### src/rtl/mips_reg_write_arbiter_if.sv
// rtl/mips_reg_write_arbiter_if.sv - writeback request and register file write bus for the arbiter
interface mips_reg_write_arbiter_if #(
  parameter int DATA_W = 32,
  parameter int ADDR_W = 3
);
  logic              a_valid;
  logic [ADDR_W-1:0] a_reg;
  logic [DATA_W-1:0] a_data;
  logic              a_ready;
  logic              b_valid;
  logic [ADDR_W-1:0] b_reg;
  logic [DATA_W-1:0] b_data;
  logic              b_ready;
  logic              signal_reg_write;
  logic [ADDR_W-1:0] write_reg;
  logic [DATA_W-1:0] write_data;
  logic              init_done;

  modport master (
    output a_valid, a_reg, a_data, b_valid, b_reg, b_data,
    input  a_ready, b_ready, signal_reg_write, write_reg, write_data, init_done
  );

  modport slave (
    input  a_valid, a_reg, a_data, b_valid, b_reg, b_data,
    output a_ready, b_ready, signal_reg_write, write_reg, write_data, init_done
  );
endinterface

### src/rtl/mips_reg_write_arbiter.sv
// rtl/mips_reg_write_arbiter.sv - register file write port owner: init sweep then round-robin writeback (optional MIPS_REG_ARB_STATS_EN)
module mips_reg_write_arbiter #(
  parameter int DATA_W = 32,
  parameter int ADDR_W = 3
) (
  input  logic                    clk_i,
  input  logic                    reset_i,
  mips_reg_write_arbiter_if.slave bus
`ifdef MIPS_REG_ARB_STATS_EN
  ,
  output logic [15:0]             conflict_count_o
`endif
);

  typedef enum logic {ST_INIT, ST_RUN} state_e;

  localparam logic [ADDR_W-1:0] LAST_REG = '1;

  state_e            state_q;
  logic [ADDR_W-1:0] ptr_q;
  logic              prio_q;   // 0: A holds priority, 1: B holds priority
  logic              swr_q;
  logic [ADDR_W-1:0] wreg_q;
  logic [DATA_W-1:0] wdata_q;
  logic              init_done_q;

  logic run_d;
  logic grant_a_d;
  logic grant_b_d;

  // Grant decision: only in RUN outside reset, one side at most, priority breaks ties
  always_comb begin
    run_d     = (state_q == ST_RUN) && !reset_i;
    grant_a_d = run_d && bus.a_valid && (!bus.b_valid || !prio_q);
    grant_b_d = run_d && bus.b_valid && (!bus.a_valid ||  prio_q);
  end

  assign bus.a_ready          = grant_a_d;
  assign bus.b_ready          = grant_b_d;
  assign bus.signal_reg_write = swr_q;
  assign bus.write_reg        = wreg_q;
  assign bus.write_data       = wdata_q;
  assign bus.init_done        = init_done_q;

  // Sweep/run state machine with registered register-file outputs
  always_ff @(posedge clk_i) begin
    if (reset_i) begin
      state_q     <= ST_INIT;
      ptr_q       <= ADDR_W'(1);
      prio_q      <= 1'b0;
      swr_q       <= 1'b0;
      wreg_q      <= '0;
      wdata_q     <= '0;
      init_done_q <= 1'b0;
    end else begin
      case (state_q)
        ST_INIT: begin
          // The last sweep write is visible for one cycle before RUN opens the port
          if (swr_q && (wreg_q == LAST_REG)) begin
            state_q     <= ST_RUN;
            init_done_q <= 1'b1;
            swr_q       <= 1'b0;
          end else begin
            swr_q   <= 1'b1;
            wreg_q  <= ptr_q;
            wdata_q <= '0;
            if (ptr_q != LAST_REG) begin
              ptr_q <= ptr_q + ADDR_W'(1);
            end
          end
        end
        ST_RUN: begin
          if (grant_a_d) begin
            prio_q <= 1'b1;
            swr_q  <= (bus.a_reg != '0);
            if (bus.a_reg != '0) begin
              wreg_q  <= bus.a_reg;
              wdata_q <= bus.a_data;
            end
          end else if (grant_b_d) begin
            prio_q <= 1'b0;
            swr_q  <= (bus.b_reg != '0);
            if (bus.b_reg != '0) begin
              wreg_q  <= bus.b_reg;
              wdata_q <= bus.b_data;
            end
          end else begin
            swr_q <= 1'b0;
          end
        end
        default: state_q <= ST_INIT;
      endcase
    end
  end

`ifdef MIPS_REG_ARB_STATS_EN
  logic [15:0] conflict_q;

  // Count RUN cycles where both requesters compete, saturating
  always_ff @(posedge clk_i) begin
    if (reset_i) begin
      conflict_q <= '0;
    end else if ((state_q == ST_RUN) && bus.a_valid && bus.b_valid && (conflict_q != 16'hFFFF)) begin
      conflict_q <= conflict_q + 16'd1;
    end
  end

  assign conflict_count_o = conflict_q;
`endif

endmodule

### src/flat_wrapper.sv
// flat-port wrapper written by rule: the top's interface ports become plain ports
module mips_reg_write_arbiter_flat 
#(
  parameter int DATA_W = 32,
  parameter int ADDR_W = 3
)
  (clk_i, reset_i, bus_a_valid, bus_a_reg, bus_a_data, bus_b_valid, bus_b_reg, bus_b_data, bus_a_ready, bus_b_ready, bus_signal_reg_write, bus_write_reg, bus_write_data, bus_init_done);
  mips_reg_write_arbiter_if #(.DATA_W(DATA_W), .ADDR_W(ADDR_W)) bus_i ();
  input  logic clk_i;
  input  logic reset_i;
  input wire logic [$bits(bus_i.a_valid)-1:0] bus_a_valid;
  input wire logic [$bits(bus_i.a_reg)-1:0] bus_a_reg;
  input wire logic [$bits(bus_i.a_data)-1:0] bus_a_data;
  input wire logic [$bits(bus_i.b_valid)-1:0] bus_b_valid;
  input wire logic [$bits(bus_i.b_reg)-1:0] bus_b_reg;
  input wire logic [$bits(bus_i.b_data)-1:0] bus_b_data;
  output wire logic [$bits(bus_i.a_ready)-1:0] bus_a_ready;
  output wire logic [$bits(bus_i.b_ready)-1:0] bus_b_ready;
  output wire logic [$bits(bus_i.signal_reg_write)-1:0] bus_signal_reg_write;
  output wire logic [$bits(bus_i.write_reg)-1:0] bus_write_reg;
  output wire logic [$bits(bus_i.write_data)-1:0] bus_write_data;
  output wire logic [$bits(bus_i.init_done)-1:0] bus_init_done;
  assign bus_i.a_valid = bus_a_valid;
  assign bus_i.a_reg = bus_a_reg;
  assign bus_i.a_data = bus_a_data;
  assign bus_i.b_valid = bus_b_valid;
  assign bus_i.b_reg = bus_b_reg;
  assign bus_i.b_data = bus_b_data;
  assign bus_a_ready = bus_i.a_ready;
  assign bus_b_ready = bus_i.b_ready;
  assign bus_signal_reg_write = bus_i.signal_reg_write;
  assign bus_write_reg = bus_i.write_reg;
  assign bus_write_data = bus_i.write_data;
  assign bus_init_done = bus_i.init_done;
  mips_reg_write_arbiter #(.DATA_W(DATA_W), .ADDR_W(ADDR_W)) u_core (.clk_i(clk_i), .reset_i(reset_i), .bus(bus_i));
endmodule
### config.mk
export PLATFORM = sky130hd
export DESIGN_NAME = mips_reg_write_arbiter_flat
export DESIGN_NICKNAME = d
export VERILOG_FILES = /design/src/rtl/mips_reg_write_arbiter_if.sv /design/src/rtl/mips_reg_write_arbiter.sv /design/src/flat_wrapper.sv
export SDC_FILE = /design/constraint.sdc
export NUM_CORES = 1
export LEC_CHECK = 0
export ABC_AREA = 1
export CAP_MARGIN = 15
export CORE_ASPECT_RATIO = 1.75
export CORE_MARGIN = 3
export CORE_UTILIZATION = 36
export CTS_CLUSTER_DIAMETER = 100
export DETAILED_ROUTE_END_ITERATION = 10
export PLACE_DENSITY = 0.76
export SLEW_MARGIN = 20
export SYNTH_ARGS = -nofsm -noshare
export SYNTH_HDL_FRONTEND = slang
export SYNTH_SLANG_ARGS = --single-unit
### constraint.sdc
create_clock -name clk_i -period 1.37 [get_ports clk_i]
set_input_delay 0.411 -clock clk_i [delete_from_list [all_inputs] [get_ports clk_i]]
set_output_delay 0.411 -clock clk_i [all_outputs]
set_load 0.005 [all_outputs]
==> impl_metrics.ini, run 1 <==
[run_status]
status = complete, but fails checks
violations = negative setup slack

[setup_path]
crit_fanout = 2
worstPathRequired_ns = 0.96
reg2reg_from = u_core.prio_q
critical_path_class = reg2out
worst-path-stages = 5
cp_top_family = flip-flops
cp_cell_sequence = inv_2 -> nor2_8 -> nand3_4 -> inv_1 -> clkbuf_2
slowest_stage = dfxtp_2
worst_setup_path_start_kind = flop
worst-path-buf-inv = 3
critical-path-max-stage-delay_ns = 0.34
endpoint_kind = primary output
startpoint = u_core.state_q
r2r_cells = 9
arrival_ns = 1.05

[die]
core.rowCount = 37
die_w_um = 65.5
fp.dieH_um = 110
core_mm2 = 0.00593
start_util_pct = 37.6
num_io_pins = 113
dieArea_mm2 = 0.00721

[global_route]
antenna_found_initial = 0
grt_pass1_vias = 2528
grt_max_degree = 40
grt_overflow = 0
grt_use_total_pct = 20.8
grt_pass1_wl_um = 11900

[yosys]
synth_edf_count = 0
synthCells = 319
yosysUniqueCellTypes = 22
netlist_area_mm2 = 0.00223
synthArstFlopShare_pct = 0
syn_area_per_cell_um2 = 6.99
synth.net_count = 395
synth_top_flop_cell = dfxtp_1
yosys_warnings = 0
yosysSeqAreaShare_pct = 37.7
synth.ff_latch_count = 42

[flow_run]
maxCapViolations = 0

[sta]
max_freq_ghz = 0.684
relSlewSlack_pct = 69.8
hold_violations = 0
skew_ns = 0.00865
rsz0062_at_grt = yes
finalCritPeriodShare_pct = 107
tightest_slew_ns = 0.453
layout_min_cycle_time_ns = 1.46
setup_ws_ns = -0.0912
setup_viol = 33
finalMaxSlewViolations = 0

[final_layout]
syn2layout_area_growth_pct = 86.1
regArea_um2 = 860
multi_input_area_mm2 = 0.00131
insertedDiodeCount = 0
fin_util_pct = 70.0
num-nets-final = 543
stdcell_area_mm2 = 0.00415
largest_reg_flops = 32
drive_above_1_share_pct = 25.0
n_fill_cell = 528

[route]
drtAntennaViolNets = 0
wl_per_cell_um = 14.3
route.detailed.drc = 0
drtPass1Iterations = 4
num_vias = 2734
drtIter0Drc = 113
via_per_inst = 5.01
wl_um = 7830

[clock_tree]
cts_inserted_buffers = 5
cts.clk_slew.worst_paths_ns = 0.08
cts_max_path_buffers = 2
root_buffer = clkbuf_8
cts.sinks = 42
h-tree-depth = 2
cts_tree = built
worstSkewPairLatency_ns = 0.29

[power]
pwr-share-seq_pct = 48.9
swShare_pct = 24.9
p_comb_share_pct = 19.9
switchingPower_uw = 658
power_density_mw_per_mm2 = 636
clkPwrFrac_pct = 31.2
p_leak_uw = 0.00210
ir_worst_vdd_uv = 636
p_int_uw = 1980

[placement]
dpl.hpwl_um = 5290
dpl_cell_area_mm2 = 0.00362
gp_congestion = 0.871
io_buffers = 112

[min_path]
hold_path.class = reg2reg
hp-start = u_core.bus.write_data[20]
hold_path_depth = 2
## power groups by stage
stage	clock (uW)	combinational [uW]	sequential, uW
finish	825	525	1290
global route	911	571	1300
CTS	857	502	1290
detailed placement	0	488	1320
global placement	0	481	1320
floorplan	0	161	1310
## per-layer routing
metal	vias up	track usage, %	wire (um)
met5	-	0	0
met4	0	7.86	150
met3	11	3.04	389
met2	100	40.3	4560
met1	1272	22.0	2740
li1	1351	-	-
## what timing repair did
action	4_1_cts	5_1_grt
buffers inserted	7	9
gates cloned	3	3
gates resized for setup	96	44
pin swaps	11	58
setup endpoints to repair	79	41
hold buffers	0	0
## placed cells by master, fill, tap and decap left out, drive strengths merged
master	synthesis	routed
clkdlybuf4s50	0	65
nand2	72	72
dfxtp	42	42
o21ai	5	5
clkdlybuf4s15	0	1
clkbuf	11	10
buf	9	50
nand4	6	6
nor2	38	38
clkinv	0	1
ha	2	2
a21oi	3	3
nand3	50	50
o211ai	22	22
inv	37	37
dlygate4sd2	0	40
o21a	22	22
dlymetal6s2s	0	2
## final timing paths
path                                                   to  slack (ns)
worst min register to register  u_core.bus.write_data[20]        0.46
worst min-delay path            u_core.bus.write_data[20]        0.46
worst max-delay path                          bus_a_ready       -0.09
worst max register to register  u_core.bus.write_data[26]       -0.07
## area by class of cell
class	count	area share [%]
clock inverter	1	0.121
clock buffer	7	2.08
sequential	42	20.7
inverter	37	3.41
tap	78	2.35
timing repair buffer	161	39.7
multi-input combinational	220	31.6
## through the flow
step | worst slack [ns] | std cells | setup TNS (ns) | hold slack (ns) | total power, uW
floorplan | 0.0126 | 319 | 0 | 0.459 | 1480
global placement | -0.762 | 518 | -27.97 | 0.451 | 1800
detailed placement | -0.793 | 518 | -29.11 | 0.456 | 1810
CTS | -0.214 | 535 | -0.895 | 0.464 | 2650
global route | -0.150 | 546 | -3.75 | 0.488 | 2780
finish | -0.0912 | 546 | -1.30 | 0.460 | 2640
## Yosys cell counts (4+ instances only)
library cell	number	area, um2
buf_2	7	35.0
clkbuf_1	11	41.3
dfxtp_1	42	841
inv_1	33	124
inv_2	4	15.0
nand2_1	71	267
nand3_1	47	235
nand4_1	6	37.5
nor2_1	36	135
o211ai_1	22	165
o21a_1	22	165
o21ai_0	4	20.0
## tightest hold or removal path: stages, from the launching register on
cell and delay, ns:
dfxtp_1 0.31, nand3_1 0.07, nand2_1 0.04
## logic make-up (layout without fill, tap and decap cells)
logic type	Yosys count	count (layout)	share of synthesized area (%)
simple gates	166	166	33.4
buf+inv	57	206	10.7
fa+ha+maj	2	2	1.12
compound gates	52	52	17.1
flops	42	42	37.7
(Power assumes the default switching activity.)
==> run 2, diff against run 1 <==
--- a/config.mk
+++ b/config.mk
@@ -11,6 +11,7 @@
 export CORE_MARGIN = 3
 export CORE_UTILIZATION = 36
 export CTS_CLUSTER_DIAMETER = 100
+export CTS_CLUSTER_SIZE = 25
 export DETAILED_ROUTE_END_ITERATION = 10
 export PLACE_DENSITY = 0.76
 export SLEW_MARGIN = 20
==> results of run 2 <==
No change in the layout: final DEF, timing and power equal those of run 1.
